--- src/rtl/i2c_peripheral_pkg.sv ---
// Shared definitions for the I2C target: FSM state encoding and R/W bit meaning.
package i2c_peripheral_pkg;

  typedef enum logic [3:0] {
    ST_IDLE, ST_ADDR, ST_ADDR_ACK, ST_PTR, ST_PTR_ACK,
    ST_WR, ST_WR_ACK, ST_RD, ST_RD_ACK, ST_WAIT_STOP
  } i2c_state_e;

  localparam logic I2C_RW_WRITE = 1'b0;
  localparam logic I2C_RW_READ  = 1'b1;
  localparam logic [3:0] BYTE_BITS = 4'd8;

endpackage

--- src/rtl/i2c_peripheral_if.sv ---
// Bus pins plus register-bank port of the I2C target.
interface i2c_peripheral_if;
  logic       scl_in;
  logic       sda_in;
  logic       sda_oe;
  logic [7:0] reg_addr;
  logic [7:0] reg_wdata;
  logic       reg_we;
  logic       reg_re;
  logic [7:0] reg_rdata;
  logic       busy;

  modport slave  (input  scl_in, sda_in, reg_rdata,
                  output sda_oe, reg_addr, reg_wdata, reg_we, reg_re, busy);
  modport master (output scl_in, sda_in, reg_rdata,
                  input  sda_oe, reg_addr, reg_wdata, reg_we, reg_re, busy);
endinterface

--- src/rtl/i2c_peripheral_bus_sync.sv ---
// Synchronizes SCL/SDA and derives edge, START and STOP pulses.
module i2c_peripheral_bus_sync #(
  parameter int SYNC_STAGES = 2
) (
  input  logic clk,
  input  logic rst_n,
  input  logic i_scl,
  input  logic i_sda,
  output logic o_scl_rise,
  output logic o_scl_fall,
  output logic o_start,
  output logic o_stop,
  output logic o_sda
);
  logic [SYNC_STAGES-1:0] r_scl_sync, r_sda_sync;
  logic                   r_scl_h, r_sda_h;
  logic                   w_scl, w_sda;

  // Idle bus is high, so reset to 1 to avoid phantom edges after reset.
  always_ff @(posedge clk or negedge rst_n) begin
    if (!rst_n) begin
      r_scl_sync <= '1;
      r_sda_sync <= '1;
      r_scl_h    <= 1'b1;
      r_sda_h    <= 1'b1;
    end else begin
      r_scl_sync <= {r_scl_sync[SYNC_STAGES-2:0], i_scl};
      r_sda_sync <= {r_sda_sync[SYNC_STAGES-2:0], i_sda};
      r_scl_h    <= w_scl;
      r_sda_h    <= w_sda;
    end
  end

  assign w_scl      = r_scl_sync[SYNC_STAGES-1];
  assign w_sda      = r_sda_sync[SYNC_STAGES-1];
  assign o_scl_rise = w_scl & ~r_scl_h;
  assign o_scl_fall = ~w_scl & r_scl_h;
  assign o_start    = w_scl & r_scl_h & r_sda_h & ~w_sda;
  assign o_stop     = w_scl & r_scl_h & ~r_sda_h & w_sda;
  assign o_sda      = w_sda;
endmodule

--- src/rtl/i2c_peripheral.sv ---
// I2C target with an 8-bit register pointer and auto-incrementing register bank access.
module i2c_peripheral
  import i2c_peripheral_pkg::*;
#(
  parameter logic [6:0] DEVICE_ADDR = 7'h50,
  parameter int         SYNC_STAGES = 2
) (
  input logic              clk,
  input logic              rst_n,
  i2c_peripheral_if.slave  bus
);
  logic       w_rise, w_fall, w_start, w_stop, w_sda, w_match;
  logic [7:0] w_shift_in;

  i2c_state_e r_state, w_state_nxt;
  logic [3:0] r_cnt, w_cnt_nxt;
  logic [7:0] r_shift, w_shift_nxt;
  logic [7:0] r_addr, w_addr_nxt;
  logic [7:0] r_wdata, w_wdata_nxt;
  logic       r_we, w_we_nxt;
  logic       r_re_req, w_re_req_nxt;
  logic       r_re;
  logic       r_sda_oe, w_sda_oe_nxt;
  logic       r_busy, w_busy_nxt;

  i2c_peripheral_bus_sync #(.SYNC_STAGES(SYNC_STAGES)) u_sync (
    .clk(clk), .rst_n(rst_n), .i_scl(bus.scl_in), .i_sda(bus.sda_in),
    .o_scl_rise(w_rise), .o_scl_fall(w_fall), .o_start(w_start),
    .o_stop(w_stop), .o_sda(w_sda)
  );

  assign w_shift_in = {r_shift[6:0], w_sda};
  // Address 0 (general call) never matches.
  assign w_match    = (r_shift[7:1] == DEVICE_ADDR) && (r_shift[7:1] != 7'd0);

  always_ff @(posedge clk or negedge rst_n) begin
    if (!rst_n) r_state <= ST_IDLE;
    else        r_state <= w_state_nxt;
  end

  always_comb begin
    w_state_nxt = r_state;
    if (w_stop)       w_state_nxt = ST_IDLE;
    else if (w_start) w_state_nxt = ST_ADDR;
    else begin
      case (r_state)
        ST_ADDR:     if (w_fall && r_cnt == BYTE_BITS)
                       w_state_nxt = w_match ? ST_ADDR_ACK : ST_WAIT_STOP;
        ST_ADDR_ACK: if (w_rise && r_shift[0] == I2C_RW_READ)       w_state_nxt = ST_RD;
                     else if (w_fall && r_shift[0] == I2C_RW_WRITE) w_state_nxt = ST_PTR;
        ST_PTR:      if (w_fall && r_cnt == BYTE_BITS) w_state_nxt = ST_PTR_ACK;
        ST_PTR_ACK,
        ST_WR_ACK:   if (w_fall) w_state_nxt = ST_WR;
        ST_WR:       if (w_fall && r_cnt == BYTE_BITS) w_state_nxt = ST_WR_ACK;
        ST_RD:       if (w_fall && r_cnt == BYTE_BITS) w_state_nxt = ST_RD_ACK;
        ST_RD_ACK:   if (w_rise) w_state_nxt = w_sda ? ST_WAIT_STOP : ST_RD;
        default:     ;
      endcase
    end
  end

  always_comb begin
    w_cnt_nxt    = r_cnt;
    w_shift_nxt  = r_shift;
    w_addr_nxt   = r_addr;
    w_wdata_nxt  = r_wdata;
    w_we_nxt     = 1'b0;
    w_re_req_nxt = 1'b0;
    w_sda_oe_nxt = r_sda_oe;
    w_busy_nxt   = r_busy;
    if (r_we) w_addr_nxt = r_addr + 8'd1;
    if (r_re) w_shift_nxt = bus.reg_rdata;
    if (w_stop) begin
      w_sda_oe_nxt = 1'b0;
      w_busy_nxt   = 1'b0;
      w_cnt_nxt    = '0;
    end else if (w_start) begin
      w_sda_oe_nxt = 1'b0;
      w_cnt_nxt    = '0;
    end else begin
      if (w_rise && r_cnt < BYTE_BITS) begin
        if (r_state inside {ST_ADDR, ST_PTR, ST_WR}) begin
          w_shift_nxt = w_shift_in;
          w_cnt_nxt   = r_cnt + 4'd1;
        end else if (r_state == ST_RD) begin
          w_shift_nxt = {r_shift[6:0], 1'b0};
          w_cnt_nxt   = r_cnt + 4'd1;
        end
      end
      case (r_state)
        ST_ADDR:     if (w_fall && r_cnt == BYTE_BITS) begin
                       w_sda_oe_nxt = w_match;
                       w_busy_nxt   = w_match;
                     end
        ST_ADDR_ACK: if (w_rise && r_shift[0] == I2C_RW_READ) w_re_req_nxt = 1'b1;
                     else if (w_fall) w_sda_oe_nxt = 1'b0;
        ST_PTR:      if (w_fall && r_cnt == BYTE_BITS) begin
                       w_addr_nxt   = r_shift;
                       w_sda_oe_nxt = 1'b1;
                     end
        ST_WR: begin
          if (w_rise && r_cnt == BYTE_BITS - 4'd1) begin
            w_we_nxt    = 1'b1;
            w_wdata_nxt = w_shift_in;
          end
          if (w_fall && r_cnt == BYTE_BITS) w_sda_oe_nxt = 1'b1;
        end
        ST_PTR_ACK,
        ST_WR_ACK:   if (w_fall) w_sda_oe_nxt = 1'b0;
        // First fall in RD also ends the preceding ACK drive.
        ST_RD:       if (w_fall) w_sda_oe_nxt = (r_cnt == BYTE_BITS) ? 1'b0 : ~r_shift[7];
        ST_RD_ACK:   if (w_rise && !w_sda) begin
                       w_addr_nxt   = r_addr + 8'd1;
                       w_re_req_nxt = 1'b1;
                     end
        default:     ;
      endcase
      if (w_state_nxt != r_state) w_cnt_nxt = '0;
    end
  end

  // reg_re trails the pointer update by a cycle so reg_rdata reflects the new address.
  always_ff @(posedge clk or negedge rst_n) begin
    if (!rst_n) begin
      r_cnt    <= '0;
      r_shift  <= '0;
      r_addr   <= '0;
      r_wdata  <= '0;
      r_we     <= 1'b0;
      r_re_req <= 1'b0;
      r_re     <= 1'b0;
      r_sda_oe <= 1'b0;
      r_busy   <= 1'b0;
    end else begin
      r_cnt    <= w_cnt_nxt;
      r_shift  <= w_shift_nxt;
      r_addr   <= w_addr_nxt;
      r_wdata  <= w_wdata_nxt;
      r_we     <= w_we_nxt;
      r_re_req <= w_re_req_nxt;
      r_re     <= r_re_req;
      r_sda_oe <= w_sda_oe_nxt;
      r_busy   <= w_busy_nxt;
    end
  end

  assign bus.sda_oe    = r_sda_oe;
  assign bus.reg_addr  = r_addr;
  assign bus.reg_wdata = r_wdata;
  assign bus.reg_we    = r_we;
  assign bus.reg_re    = r_re;
  assign bus.busy      = r_busy;
endmodule
--- src/flat_wrapper.sv ---
// flat-port wrapper written by rule: the top's interface ports become plain ports
module i2c_peripheral_flat import i2c_peripheral_pkg::*;
#(
  parameter logic [6:0] DEVICE_ADDR = 7'h50,
  parameter int         SYNC_STAGES = 2
)
  (clk, rst_n, bus_scl_in, bus_sda_in, bus_reg_rdata, bus_sda_oe, bus_reg_addr, bus_reg_wdata, bus_reg_we, bus_reg_re, bus_busy);
  i2c_peripheral_if bus_i ();
  input logic clk;
  input logic rst_n;
  input wire logic [$bits(bus_i.scl_in)-1:0] bus_scl_in;
  input wire logic [$bits(bus_i.sda_in)-1:0] bus_sda_in;
  input wire logic [$bits(bus_i.reg_rdata)-1:0] bus_reg_rdata;
  output wire logic [$bits(bus_i.sda_oe)-1:0] bus_sda_oe;
  output wire logic [$bits(bus_i.reg_addr)-1:0] bus_reg_addr;
  output wire logic [$bits(bus_i.reg_wdata)-1:0] bus_reg_wdata;
  output wire logic [$bits(bus_i.reg_we)-1:0] bus_reg_we;
  output wire logic [$bits(bus_i.reg_re)-1:0] bus_reg_re;
  output wire logic [$bits(bus_i.busy)-1:0] bus_busy;
  assign bus_i.scl_in = bus_scl_in;
  assign bus_i.sda_in = bus_sda_in;
  assign bus_i.reg_rdata = bus_reg_rdata;
  assign bus_sda_oe = bus_i.sda_oe;
  assign bus_reg_addr = bus_i.reg_addr;
  assign bus_reg_wdata = bus_i.reg_wdata;
  assign bus_reg_we = bus_i.reg_we;
  assign bus_reg_re = bus_i.reg_re;
  assign bus_busy = bus_i.busy;
  i2c_peripheral #(.DEVICE_ADDR(DEVICE_ADDR), .SYNC_STAGES(SYNC_STAGES)) u_core (.clk(clk), .rst_n(rst_n), .bus(bus_i));
endmodule
--- config.mk ---
export PLATFORM = sky130hd
export DESIGN_NAME = i2c_peripheral_flat
export DESIGN_NICKNAME = d
export VERILOG_FILES = /design/src/rtl/i2c_peripheral_pkg.sv /design/src/rtl/i2c_peripheral_if.sv /design/src/rtl/i2c_peripheral_bus_sync.sv /design/src/rtl/i2c_peripheral.sv /design/src/flat_wrapper.sv
export SDC_FILE = /design/constraint.sdc
export NUM_CORES = 1
export LEC_CHECK = 0
export ABC_AREA = 1
export BUFFER_PORTS_ARGS = -buffer_cell sky130_fd_sc_hd__clkbuf_2
export CORE_MARGIN = 2
export CORE_UTILIZATION = 40
export CTS_CLUSTER_DIAMETER = 100
export CTS_CLUSTER_SIZE = 12
export DETAILED_ROUTE_END_ITERATION = 16
export GPL_ROUTABILITY_DRIVEN = 0
export PLACE_DENSITY = 0.57
export SLEW_MARGIN = 20
export SYNTH_ARGS = -nofsm -noshare
export SYNTH_HDL_FRONTEND = slang
export SYNTH_SLANG_ARGS = --single-unit
--- constraint.sdc ---
create_clock -name clk -period 4.76 [get_ports clk]
set_input_delay 0.238 -clock clk [delete_from_list [all_inputs] [get_ports clk]]
set_output_delay 0.238 -clock clk [all_outputs]
set_load 0.005 [all_outputs]
Word-level counts from Yosys, hierarchy flattened
Cells that the tools add are included.
Word-level totals
  logic and storage cells: 122
  bits in registers: 43
  output and inout port bits: 20
  bits of input ports: 12
Operators by class
  bitwise operators: 15
  reductions and logical operators: 21
  equality and inequality tests: 17
  magnitude comparators: 1
  multiplexer cells: 52
  add/subtract/negate cells: 2
Operator list (number)
  $mux W8: 11
  $mux W4: 18
  $pmux W4 S7: 1
  $eq A4 B3 Y1 const B: 5
  $mux W1: 19
  $pmux W8 S2: 1
  $reduce_bool A7 Y1: 2
  $add A8 B1 Y8 const B: 1
  $eq A4 B2 Y1 const B: 2
  $eq A4 B4 Y1 const B: 2
  $ne A4 B3 Y1 const B: 2
  $not A1 Y1: 8
  $and A1 B1 Y1: 7
  $eq A7 B7 Y1 const B: 1
  $logic_and A1 B1 Y1: 7
  $pmux W1 S5: 1
  $reduce_and A5 Y1: 1
  $reduce_bool A5 Y1: 1
  $add A4 B1 Y4 const B: 1
  $eq A4 B1 Y1 const B: 1
  $lt A4 B4 Y1 const B: 1
  $ne A4 B1 Y1 const B: 1
  $ne A4 B4 Y1: 1
  $ne A4 B4 Y1 const B: 1
  10 further kinds: 12

Depth between registers and ports, before layout
Gate-level depths: netlist of the first run.
  depth in word-level cells: 12
  mapped depth: 15
  gate-level depth less buffers: 15

By module
From an unflattened synthesis of the first run, not the netlist that was laid out.
Unflattened totals
  cells, all modules: 366
  area total of the unflattened synthesis: 2700.1 um^2
Modules (own cells, without submodules)
  i2c_peripheral: seq. area each 925.9 um^2, area an instance 2501.1 um^2, instances 1, cells an instance 349
  i2c_peripheral_bus_sync: seq. area each 157.7 um^2, area an instance 198.9 um^2, instances 1, cells an instance 17

Least setup slack after synthesis of the first run
OpenSTA, ideal clock, no wires.
  path type: flip-flop to flip-flop
  start: register u_core.r_cnt[0]
  end: register u_core.r_cnt[3]
  stages on the path, launching flop included: 15
  data required time: 4.688 ns
  path buffers: 0
  path slack: 3.107 ns
  library setup time: 0.072 ns
  clock period less this slack: 1.653 ns
  arrival: 1.581 ns
  cell sequence: dfrtp_1 -> inv_1 -> ha_1 -> nand3_1 -> nor2_1 -> nand2_1 -> nor2_1 -> nor2_1 -> nand2_1 -> nand2_1 -> nand2_1 -> nand2_1 -> nor2_2 -> nand2_2 -> nor2_1
On the way
  cells in the longest elaborated chain, start to end: 10
  elaborated cells between the ends (all ways): 22
  those cells by class: 1 x add/sub; 1 x order compare; 2 x eq/ne; 13 x mux; 5 x reduce/logical
Ends and longest elaborated chain
  from (decl): line i2c_peripheral.sv:16  | logic [3:0] r_cnt, w_cnt_nxt;
  from (signal assigned): line i2c_peripheral.sv:135  | r_cnt <= w_cnt_nxt;
  $eq A4 B4 Y1
  $logic_and A1 B1 Y1
  $mux W4 (on tied branches)
  $pmux W4 S7: line i2c_peripheral.sv:46  | case (r_state)
  $mux W4: line i2c_peripheral.sv:44  | else if (w_start) w_state_nxt = ST_ADDR;
  $mux W4: line i2c_peripheral.sv:43  | if (w_stop) w_state_nxt = ST_IDLE;
  $ne A4 B4 Y1: line i2c_peripheral.sv:118  | if (w_state_nxt != r_state) w_cnt_nxt = '0;
  $mux W4: line i2c_peripheral.sv:118
  $mux W4: line i2c_peripheral.sv:77  | end else if (w_start) begin
  $mux W4: line i2c_peripheral.sv:73  | if (w_stop) begin
Parallel ways exist; a longest one is shown, timed or not. The select of a mux whose other input is x is not followed.
A chain may end at the register's enable or synchronous reset.

Final worst setup path of the first run
Ends and elaborated chain as after synthesis.

==> results.md, run 1 <==
- The I/O pin total is 32.
- The total global-route track usage is 18.67%.
- The cell that appears most often on the critical path is sky130_fd_sc_hd__nand2_1.
- The number of max-slew violations in the final report is 0.
- At the end of the flow, the number of nets in the layout was 393.
- The buffer depth of the longest clock path is 2.
- The number of hold buffers added after CTS is 2.
- After clock tree synthesis, the clock-pin slew on the worst setup and hold paths is 0.09 ns.
- The cell count after synthesis came out at 342.
- The number of buffers added by the clock tree synthesis step is 5.
- The netlist uses 40 different library cells.
- The TritonCTS clock tree is yes.
- After detailed routing, the average wire length per cell comes to 13.11 µm.
- Setup slack closes at 2.745 ns.
- For this run, the leading register cell type out of synthesis is sky130_fd_sc_hd__dfrtp_1.
- The initialized floorplan defines 29 standard-cell rows.
- Before CTS, the worst setup slack after placement is 2.774 ns.
- The total die area is 7029 µm².
- The final HPWL from detailed placement is 4.624 mm.
- The later pin in the worst-skew pair is clocked with a latency of 0.30 ns.
- The worst clock skew is roughly 0.0075 ns.
- The kind of end point of the critical path is a flop.
- Setup repair after global routing left no endpoint under its margin.
- In this run the static leakage power is 1.454 nW.
- The path type of the worst min-delay path is primary input to async pin.
- The via count of the first global-routing pass is 2284.
- The signal on the critical path passes through inv_1, ha_1, nand3_1, nor2_1, nand2_1, nor2_1, nor2_1, nand2_1, nand2_1, nand2_1, nand2_1, nor2_2, nand2_2, nor2_1.
- The required time of the critical path is 5.00 ns.
- The share of Yosys cell area claimed by the top area cell type is about 36%.
- The number of nets in the synthesized netlist is about 360.
- The total area inside the core boundary comes to ~6200 µm².
- Entering global routing, the biggest net connects 44 pins.
- By area the synthesized netlist is led by sky130_fd_sc_hd__dfrtp_1 36%, sky130_fd_sc_hd__nand2_1 13%, sky130_fd_sc_hd__dfstp_2 6.2%, sky130_fd_sc_hd__inv_1 6.2%, sky130_fd_sc_hd__nor2_1 6.0%.
- The critical path is of the flop to flop type.
- The number of sinks on the clock net is 43.
- The number of enable-type register cells in the synthesized netlist is 0.
- VDD sags by at most 0.0002507 V.
- The count of warnings emitted by yosys is 0.
- The worst flop-to-flop path startpoint is u_core.r_cnt[0].
- The initial antenna violation count is 0.
- Summed over all instances, the cell type with the most area after synthesis is sky130_fd_sc_hd__dfrtp_1.
- Summing every instance area after synthesis gives 2550 µm².
- After global routing, the most crowded layer is met2.
- At the pin with the least slew margin, the transition time is ~0.54 ns.
- STA classifies the critical path startpoint as a flop.
- The power per unit of standard cell area is a little under 500 nW/µm².
- The first detailed-routing pass took 4 iterations.
- For met3 alone, demand over resource in global routing was 3.363%.
- Data on the critical path arrives at its endpoint at ~2.3 ns.
- The number of setup buffers added after CTS is 0.
- The final-layout setup total negative slack is 0 ns.
- In this run the worst path has a maximum fanout of 4.
- The post-synthesis register bit count is 43.
- In the final layout, the share of cells above drive strength 1 is about a fifth.
- For this block, the via count after detailed routing is ~2300.
- Dividing the final minimum period by the clock period gives 42.34%.
- Dividing the synthesized area by the synthesized cell count gives 7.456 µm².
- The antenna diode count is 0.
- The fraction of registers with async set or reset after synthesis is 100.0%.
- The final hold violation count is 0.
- The cell type of the slowest stage on the worst timing path is sky130_fd_sc_hd__dfrtp_1.
- After clock tree synthesis, the repair step resized 0 gates.
- The die is 83.84 µm tall.
- The die outline width is 83.84 µm.
- The total of max-cap violations is 0.
- Tracing the worst setup path back leads to its startpoint at u_core.r_cnt[0].
- The worst slew margin relative to its limit is 64.04%.
- Compared with the post-synthesis result, the final layout area differs by 14.38%.
- The total of endpoints with negative setup slack in the final report is 0.
- The final routed wirelength across all metal layers is 5.979 mm.
- Once the floorplan was initialized, standard cells occupied 40.86% of the core.
- The global-route wire length before repair is 10.67 mm.
- The total grt overflow is 0.
- Buffers placed on the I/O ports in this run total 31.
- The total chip power is approximately 1.4 mW.
- For this run, global-route usage on met1 was measured as 24.73%.
- The number of design rule violations left after detail routing is 0.
- The flow ran to the end, and the final reports show no timing, DRC or antenna violations.
- The H-tree level count is 2.
- The cell sitting at the root of the clock tree is a sky130_fd_sc_hd__clkbuf_8.
- The endpoint of the worst setup timing path is u_core.r_cnt[3].
- The clock period could shrink to 2.015 ns.
- Across all register-to-register paths, the minimum setup slack is approximately 2.7 ns.
- After the first detailed-routing iteration, the DRC count stood at 95.
- The filler cells instantiated in the layout total 664.
- For met2 alone, demand over resource in global routing was 31.27%.
- In the routed layout, each cell is associated on average with a via count of ~5.
- The path depth of the worst reg2reg path is 14.
- The stage delay of the slowest cell on the critical path is 0.39 ns.
- The worst register-to-register path ends at u_core.r_cnt[3].
- The detail route stage leaves a number of antenna-violating nets equal to 0.
- Sequential elements use 42.49% of the synthesized area.
- Derived from the worst setup path, the maximum achievable clock frequency is 496.2 MHz.
where the power goes:
group          switching, mW  internal, mW
Sequential            0.0821         0.434
Combinational          0.416         0.206
Clock                  0.135         0.158
Total                  0.634         0.798
sequential cells by signal, summed over array words and instances, names as in the netlist:
signal / cells
u_core.r_state: 4
u_core.bus.sda_oe: 1
u_core.u_sync.r_sda_h: 1
u_core.r_cnt: 4
u_core.r_re_req: 1
u_core.bus.busy: 1
u_core.bus.reg_addr: 8
u_core.r_shift: 8
u_core.u_sync.r_sda_sync: 2
u_core.bus.reg_re: 1
u_core.bus.reg_we: 1
u_core.u_sync.r_scl_h: 1
u_core.u_sync.r_scl_sync: 2
u_core.bus.reg_wdata: 8
worst max-delay path: cells and delay by family (launching register included):
| kind | cells | cell delay (ns) |
|---|---|---|
| buffers and inverters | 1 | 0.11 |
| DFF | 1 | 0.39 |
| and+or+nand+nor | 12 | 1.29 |
| adders and majority gates | 1 | 0.18 |
routing by layer:
layer / share of wire (%) / wire length (µm)
met1: 48 / 2865
met2: 47 / 2830
met3: 3.6 / 215
met4: 1.1 / 67
met5: 0 / 0
per-stage QoR:
step | hold slack [ns] | instance area (µm²) | instances | util [%]
detailed placement | 0.3289 | 2781 | 446 | 44.57
finish | 0.006757 | 2917 | 456 | 46.73
floorplan | -0.05759 | 2550 | 342 | -
global placement | 0.3267 | 2781 | 446 | 44.57
global route | 0.06103 | 2917 | 456 | 46.73
CTS | 0.01755 | 2917 | 456 | 46.73
cell usage after synthesis (2+ instances only):
| cell | n |
|---|---|
| sky130_fd_sc_hd__dfrtp_1 | 37 |
| sky130_fd_sc_hd__o221ai_1 | 3 |
| sky130_fd_sc_hd__nand2_1 | 90 |
| sky130_fd_sc_hd__nor3_2 | 2 |
| sky130_fd_sc_hd__ha_1 | 3 |
| sky130_fd_sc_hd__nor2_4 | 2 |
| sky130_fd_sc_hd__nand2_2 | 7 |
| sky130_fd_sc_hd__a21oi_1 | 6 |
| sky130_fd_sc_hd__o21ai_1 | 9 |
| sky130_fd_sc_hd__inv_1 | 42 |
| sky130_fd_sc_hd__nand3_1 | 14 |
| sky130_fd_sc_hd__inv_2 | 4 |
| sky130_fd_sc_hd__clkbuf_1 | 3 |
| sky130_fd_sc_hd__nor3_1 | 2 |
| sky130_fd_sc_hd__nor2_2 | 5 |
| sky130_fd_sc_hd__o211ai_1 | 6 |
| sky130_fd_sc_hd__a31oi_1 | 2 |
| sky130_fd_sc_hd__xor2_1 | 4 |
| sky130_fd_sc_hd__nand4_1 | 3 |
| sky130_fd_sc_hd__o21bai_1 | 2 |
| sky130_fd_sc_hd__o21ai_0 | 27 |
| sky130_fd_sc_hd__a31o_2 | 2 |
| sky130_fd_sc_hd__o22ai_1 | 4 |
| sky130_fd_sc_hd__nor2_1 | 41 |
| sky130_fd_sc_hd__nor4_1 | 2 |
| sky130_fd_sc_hd__dfstp_2 | 6 |
cells in the final DEF, fill, tap and decap left out, drive strengths merged:
master	synthesis	layout
o211a	1	1
inv	47	48
nand3b	1	1
o2111ai	1	1
buf	2	1
clkinvlp	0	1
or2	1	1
nand2	97	97
o221ai	3	3
a21oi	6	6
nand3	15	15
bufinv	0	1
a31oi	2	2
ha	3	3
nor2	49	49
dlygate4sd3	0	2
nand4	4	4
o21bai	2	2
xnor2	1	1
dfstp	6	6
clkinv	1	1
dfrtp	37	37
o211ai	6	6
nor3	4	4
o22ai	4	4
o31ai	1	1
a31o	2	2
mux2	1	1
nor4	2	2
clkbuf	3	36
xor2	4	4
o21ai	36	36
area by class of cell:
type | count | area (µm²) | area share (%)
clock buffer | 5 | 68.82 | 2.360
clock inverter | 3 | 46.29 | 1.587
inverter | 48 | 183.9 | 6.306
multi-input combinational | 246 | 1255 | 43.03
sequential | 43 | 1084 | 37.15
tap | 77 | 96.34 | 3.303
timing repair buffer | 34 | 182.7 | 6.263
cells by family after synthesis:
family | count (synthesis) | synth area share [%]
muxes | 1 | 0.4416
AOI/OAI and AO/OA | 64 | 14.82
buffers and inverters | 53 | 8.292
adders and majority gates | 3 | 1.472
xor gates and xnor gates | 5 | 1.717
and+or+nand+nor | 173 | 30.77
DFF | 43 | 42.49
worst min path at each step:
stage,from,end,cells after the start
final,rst_n,u_core.bus.reg_wdata[1],2
after global routing,rst_n,u_core.bus.reg_wdata[1],2
after CTS,rst_n,u_core.bus.reg_we,2
after detailed placement,bus_sda_in,u_core.u_sync.r_sda_sync[0],1
after global placement,bus_scl_in,u_core.u_sync.r_scl_sync[0],1
after floorplan,rst_n,u_core.bus.busy,0
Power figures use the tool's default switching activity.
==> inputs of run 2 (changes only) <==
--- a/config.mk
+++ b/config.mk
@@ -5,7 +5,7 @@
 export SDC_FILE = /design/constraint.sdc
 export NUM_CORES = 1
 export LEC_CHECK = 0
-export ABC_AREA = 1
+export ABC_AREA = 0
 export BUFFER_PORTS_ARGS = -buffer_cell sky130_fd_sc_hd__clkbuf_2
 export CORE_MARGIN = 2
 export CORE_UTILIZATION = 40
==> constraint.sdc (replaced) <==
create_clock -name clk -period 1.9 [get_ports clk]
set_input_delay 0.095 -clock clk [delete_from_list [all_inputs] [get_ports clk]]
set_output_delay 0.095 -clock clk [all_outputs]
set_load 0.005 [all_outputs]
==> run 2 against run 1 <==
Net effect: the flow now finishes with violations (setup timing); routed wire length grew 1.0%; power grew 130%; register-to-register slack lost 2.8 ns; critical endpoint unchanged; highest routed layer unchanged; critical path type unchanged; design area grew 8.7%; utilization grew 7.1 points; final cell count shrank 15%; worst hold slack gained 0.074 ns; fmax grew 4.8%; clock power grew to 3.0 times the previous value.
==> results.md, run 2 <==
- The average routed wire per standard cell is 15.60 µm (+19%).
- The post-synthesis register bit count was 43 (unchanged).
- The critical path class is flop to flop.
- The final-stage net count is 326 (-17%).
- The required time of the critical path came to 2.11 ns (-2.89 ns).
- The fraction of registers with async set or reset after synthesis is 100.0% (unchanged).
- The signal on the critical path passes through nand3b_1, o21a_1, nor2_2, or4b_4, o211a_4, nor4_4.
- The most common cell in the synthesized netlist is sky130_fd_sc_hd__dfrtp_1.
- The register area share after synthesis is 44.78% (+2.3 points).
- The post-synthesis instance total is 243 (-29%).
- The cell type of the slowest stage on the worst timing path is sky130_fd_sc_hd__dfstp_2.
- The worst setup path is captured at a flop.
- The post-route worst hold slack is 0.08026 ns (+0.07350 ns).
- The share of power burned in combinational logic is 34.3% (-9.2 points).
- The maximum vdd ir drop was 0.0005780 V (+130%).
- The die outline width is 81.78 µm (-2.5%).
- The total grt overflow is 0 (unchanged).
- The worst clock skew is 0.009192 ns (+0.001701 ns).
- The library cell used as clock root buffer is sky130_fd_sc_hd__clkbuf_8.
- The number of nets in the synthesized netlist is 258 (-28%).
- The portion of total power attributed to sequential cells is 38.6% (+2.6 points).
- The achievable frequency is 520.0 MHz (+4.8%).
- The initial antenna violation count is 0 (unchanged).
- The count of buffers from port buffering was 31 (unchanged).
- The H-tree level count is 2 (unchanged).
- The final HPWL from detailed placement is 4.374 mm (-5.4%).
- The endpoint arrival time on the critical path is 2.13 ns (-0.12 ns).
- The mean post-synth cell area came to 9.958 µm² (+34%).
- The number of sinks on the clock net was 43 (unchanged).
- The number of rows in the core area is 28 (-3.4%).
- The total of max-cap violations is 0 (unchanged).
- The starting density of the core is 41.11% (+0.26 points).
- The path type of the worst min-delay path is primary input to flop.
- The antenna diode count is 0 (unchanged).
- The number of fill cells came to 533 (-20%).
- The die extent in y is 81.78 µm (-2.5%).
- The count of routing violations after the opening detailed-route iteration is 116 (+22%).
- The total die area is 6688 µm² (-4.9%).
- The number of buffers and inverters on the critical path was 0 (-1).
- The total of endpoints with negative setup slack in the final report came to 1 (+1).
- Setup repair after global routing could not meet its margin everywhere.
- The cell total after placement is 374 (-16%).
- The run finished, with violations left.
- The count of warnings emitted by yosys was 0 (unchanged).
- The proportion of layout cells with a drive suffix above 1 was 36.54% (+17 points).
- The buffer depth of the longest clock path is 2 (unchanged).
- The average via count per standard cell is 5.408 (+8.0%).
- The final hold violation count is 0 (unchanged).
- The global routing stage identified its most utilized layer as met2.
- The floorplan core area was 5886 µm² (-5.7%).
- The switching power share of the total is 35.06% (-9.2 points).
- Grouping stages by cell kind, the critical path spends the most delay in simple AND/OR/NAND/NOR gates.
- The number of max-slew violations in the final report is 0 (unchanged).
- The worst-case setup slack after placement is -0.1101 ns (-2.884 ns).
- The switching power summed over all nets is 1.135 mW (+79%).
- The area growth from synthesis to layout is 31.02%.
- The stage delay of the slowest cell on the critical path is 0.58 ns (+0.19 ns).
- The final reports fail on setup timing.
- The proportion of power drawn by the clock network came to 27.2% (+6.7 points).
- The maximum fanout count along the critical path is 6 (+2).
- The library cell used most frequently in the layout, excluding fill and tap cells, is sky130_fd_sc_hd__buf_4.
- The first-pass detailed-route iteration total is 5 (+1).
- The setup slack after layout is -0.02302 ns (-2.768 ns).
- The clock input transition at the sequential cells of the worst setup and hold paths is 0.09 ns (about the same).
- The share of Yosys cell area claimed by the top area cell type came to 38.26% (+2.0 points).
- The number of design rule violations left after detail routing is 0 (unchanged).
- The static leakage is 1.450 nW (-0.34%).
- The number of buffers added by the clock tree synthesis step is 5 (unchanged).
- The global-route wire length before repair is 9.666 mm (-9.4%).
- The number of enable-type register cells in the synthesized netlist is 0 (unchanged).
- The number of standard cells in the final layout excluding fillers was 387 (-15%).
- The worst slew margin relative to its limit is 57.31% (-6.7 points).
- The met3 usage is 3.626% (+0.26 points).
- The via count of the first global-routing pass is 1995 (-13%).
- The worst setup slack for register-to-register paths is -0.02 ns (-2.77 ns).
- The final critical-path required period is 1.923 ns (-0.09236 ns).
- The post-synth design cell area was 2420 µm² (-5.1%).
- The global-route met1 utilization is 26.06% (+1.3 points).
- The total global-route track usage was 19.28% (+0.61 points).
- The final routed wirelength across all metal layers is 6.039 mm (+1.0%).
- The distinct cell type count of the synthesized netlist is 63 (+57%).
- The synthesized design spends more area on one cell type than any other, namely sky130_fd_sc_hd__dfrtp_1.
- Leaving out fill and tap cells, the most frequent cells in the layout are 38 x sky130_fd_sc_hd__buf_4, 36 x sky130_fd_sc_hd__dfrtp_1, 31 x sky130_fd_sc_hd__clkbuf_2.
- The remaining antenna violation count is 0 (unchanged).
- The most used flip-flop cell after synthesis is sky130_fd_sc_hd__dfrtp_1.
- The total vias in the final route is 2093 (-8.4%).
- The post-route clock period utilization came to 101.2% (+59 points).
- Sorting the synthesized cells by area gives the leading types as sky130_fd_sc_hd__dfrtp_1 38%, sky130_fd_sc_hd__dfstp_2 6.5%, sky130_fd_sc_hd__mux2i_1 3.7%, sky130_fd_sc_hd__mux2_1 3.7%, sky130_fd_sc_hd__nand2_1 3.6%.
- The design internal power was 2.102 mW (+160%).
- The largest net degree at the start of global routing is 26 (-41%).
- The I/O pin total is 32 (unchanged).
- The commonest cells after synthesis are 37 x sky130_fd_sc_hd__dfrtp_1, 23 x sky130_fd_sc_hd__nand2_1, 22 x sky130_fd_sc_hd__nor2_1.
- The power per unit of standard cell area is 1021 nW/µm² (+110%).
- The pin slew with the least headroom to its limit was 0.6404 ns (+0.1009 ns).
- The critical path launch point type is a flop.
- The TritonCTS clock tree is yes.
- The clock latency on the worst-skew pair was 0.30 ns (about the same).
- The final core area utilization is 53.87% (+7.1 points).
- The global routing usage on met2 is 31.54% (+0.27 points).
==> run 2: cell types whose count changed after synthesis, sizes merged, moves of 5 or more <==
cell / before / now
nand2: 97 / 24
inv: 47 / 7
nor2: 49 / 25
o21ai: 36 / 17
mux2i: 0 / 9
nand3: 15 / 6
a21oi: 6 / 13
mux2: 1 / 8
nor3b: 0 / 6
o211ai: 6 / 0
a22oi: 0 / 5
buf: 2 / 7
==> run 2: per-stage QoR <==
step                power [mW]  area (µm²)  setup TNS (ns)
floorplan                1.845        2420               0
global placement         2.245        2885         -0.2399
detailed placement       2.257        2885         -0.3498
CTS                      3.171        3083        -0.02599
global route             3.454        3171         -0.7669
finish                   3.237        3171        -0.02302
==> run 2: worst paths after layout <==
| check | from | end | cells past startpoint |
|---|---|---|---|
| worst min register to register | u_core.u_sync.r_sda_sync[0] | u_core.u_sync.r_sda_sync[1] | 0 |
| worst max-delay path | u_core.u_sync.r_scl_h | u_core.r_cnt[3] | 6 |
| worst max register to register | u_core.u_sync.r_scl_h | u_core.r_cnt[3] | 6 |
| max in group asynchronous | rst_n | u_core.u_sync.r_sda_h | 3 |
| worst min-delay path | bus_reg_rdata[2] | u_core.r_shift[2] | 3 |
| min in group asynchronous | rst_n | u_core.bus.reg_wdata[4] | 2 |
==> run 2: timing repair <==
item | CTS | global route
resized for setup | 4 | 18
hold endpoints to repair | 24 | 0
gates cloned | 0 | 0
pin swaps | 3 | 7
endpoints found under the setup margin | 6 | 20
setup buffers | 1 | 1
hold buffers | 3 | 0
==> run 2: cell type report <==
cell class	count	area, µm²	area share [%]
clock buffers	5	68.82	2.170
multi-input cells	181	1344	42.38
repair buffers	73	481.7	15.19
inverters	7	26.28	0.8287
clock inverters	3	71.32	2.249
well taps	75	93.84	2.960
flip-flops and latches	43	1085	34.21
==> run 2: cells by family after synthesis <==
kind of cell | after synthesis | synth area share (%)
DFF | 43 | 44.78
adders and majority gates | 3 | 1.551
AOI/OAI and AO/OA | 62 | 17.74
muxes | 17 | 7.446
buffers and inverters | 19 | 3.619
and+or+nand+nor | 96 | 23.79
xor gates and xnor gates | 3 | 1.086
==> run 2: layer usage <==
layer	up-vias	part of all wire, %
li1	1031	-
met1	1018	48
met2	35	48
met3	9	2.6
met4	0	1.6
met5	-	0
==> run 2: power groups by stage <==
stage          Clock, mW  Sequential, mW  Combinational, mW
6_report           0.880            1.25               1.11
5_1_grt            0.955            1.27               1.23
4_1_cts            0.904            1.24               1.02
3_5_place_dp           0            1.26              0.997
3_3_place_gp           0            1.26              0.987
2_1_floorplan          0            1.22              0.624
==> run 2: worst register-to-register path, delay by kind of cell (launching register included) <==
family | cells | cell delay, ns
flip-flops | 1 | 0.58
AND/OR/NAND/NOR | 4 | 0.91
AO/OA/AOI/OAI | 2 | 0.35
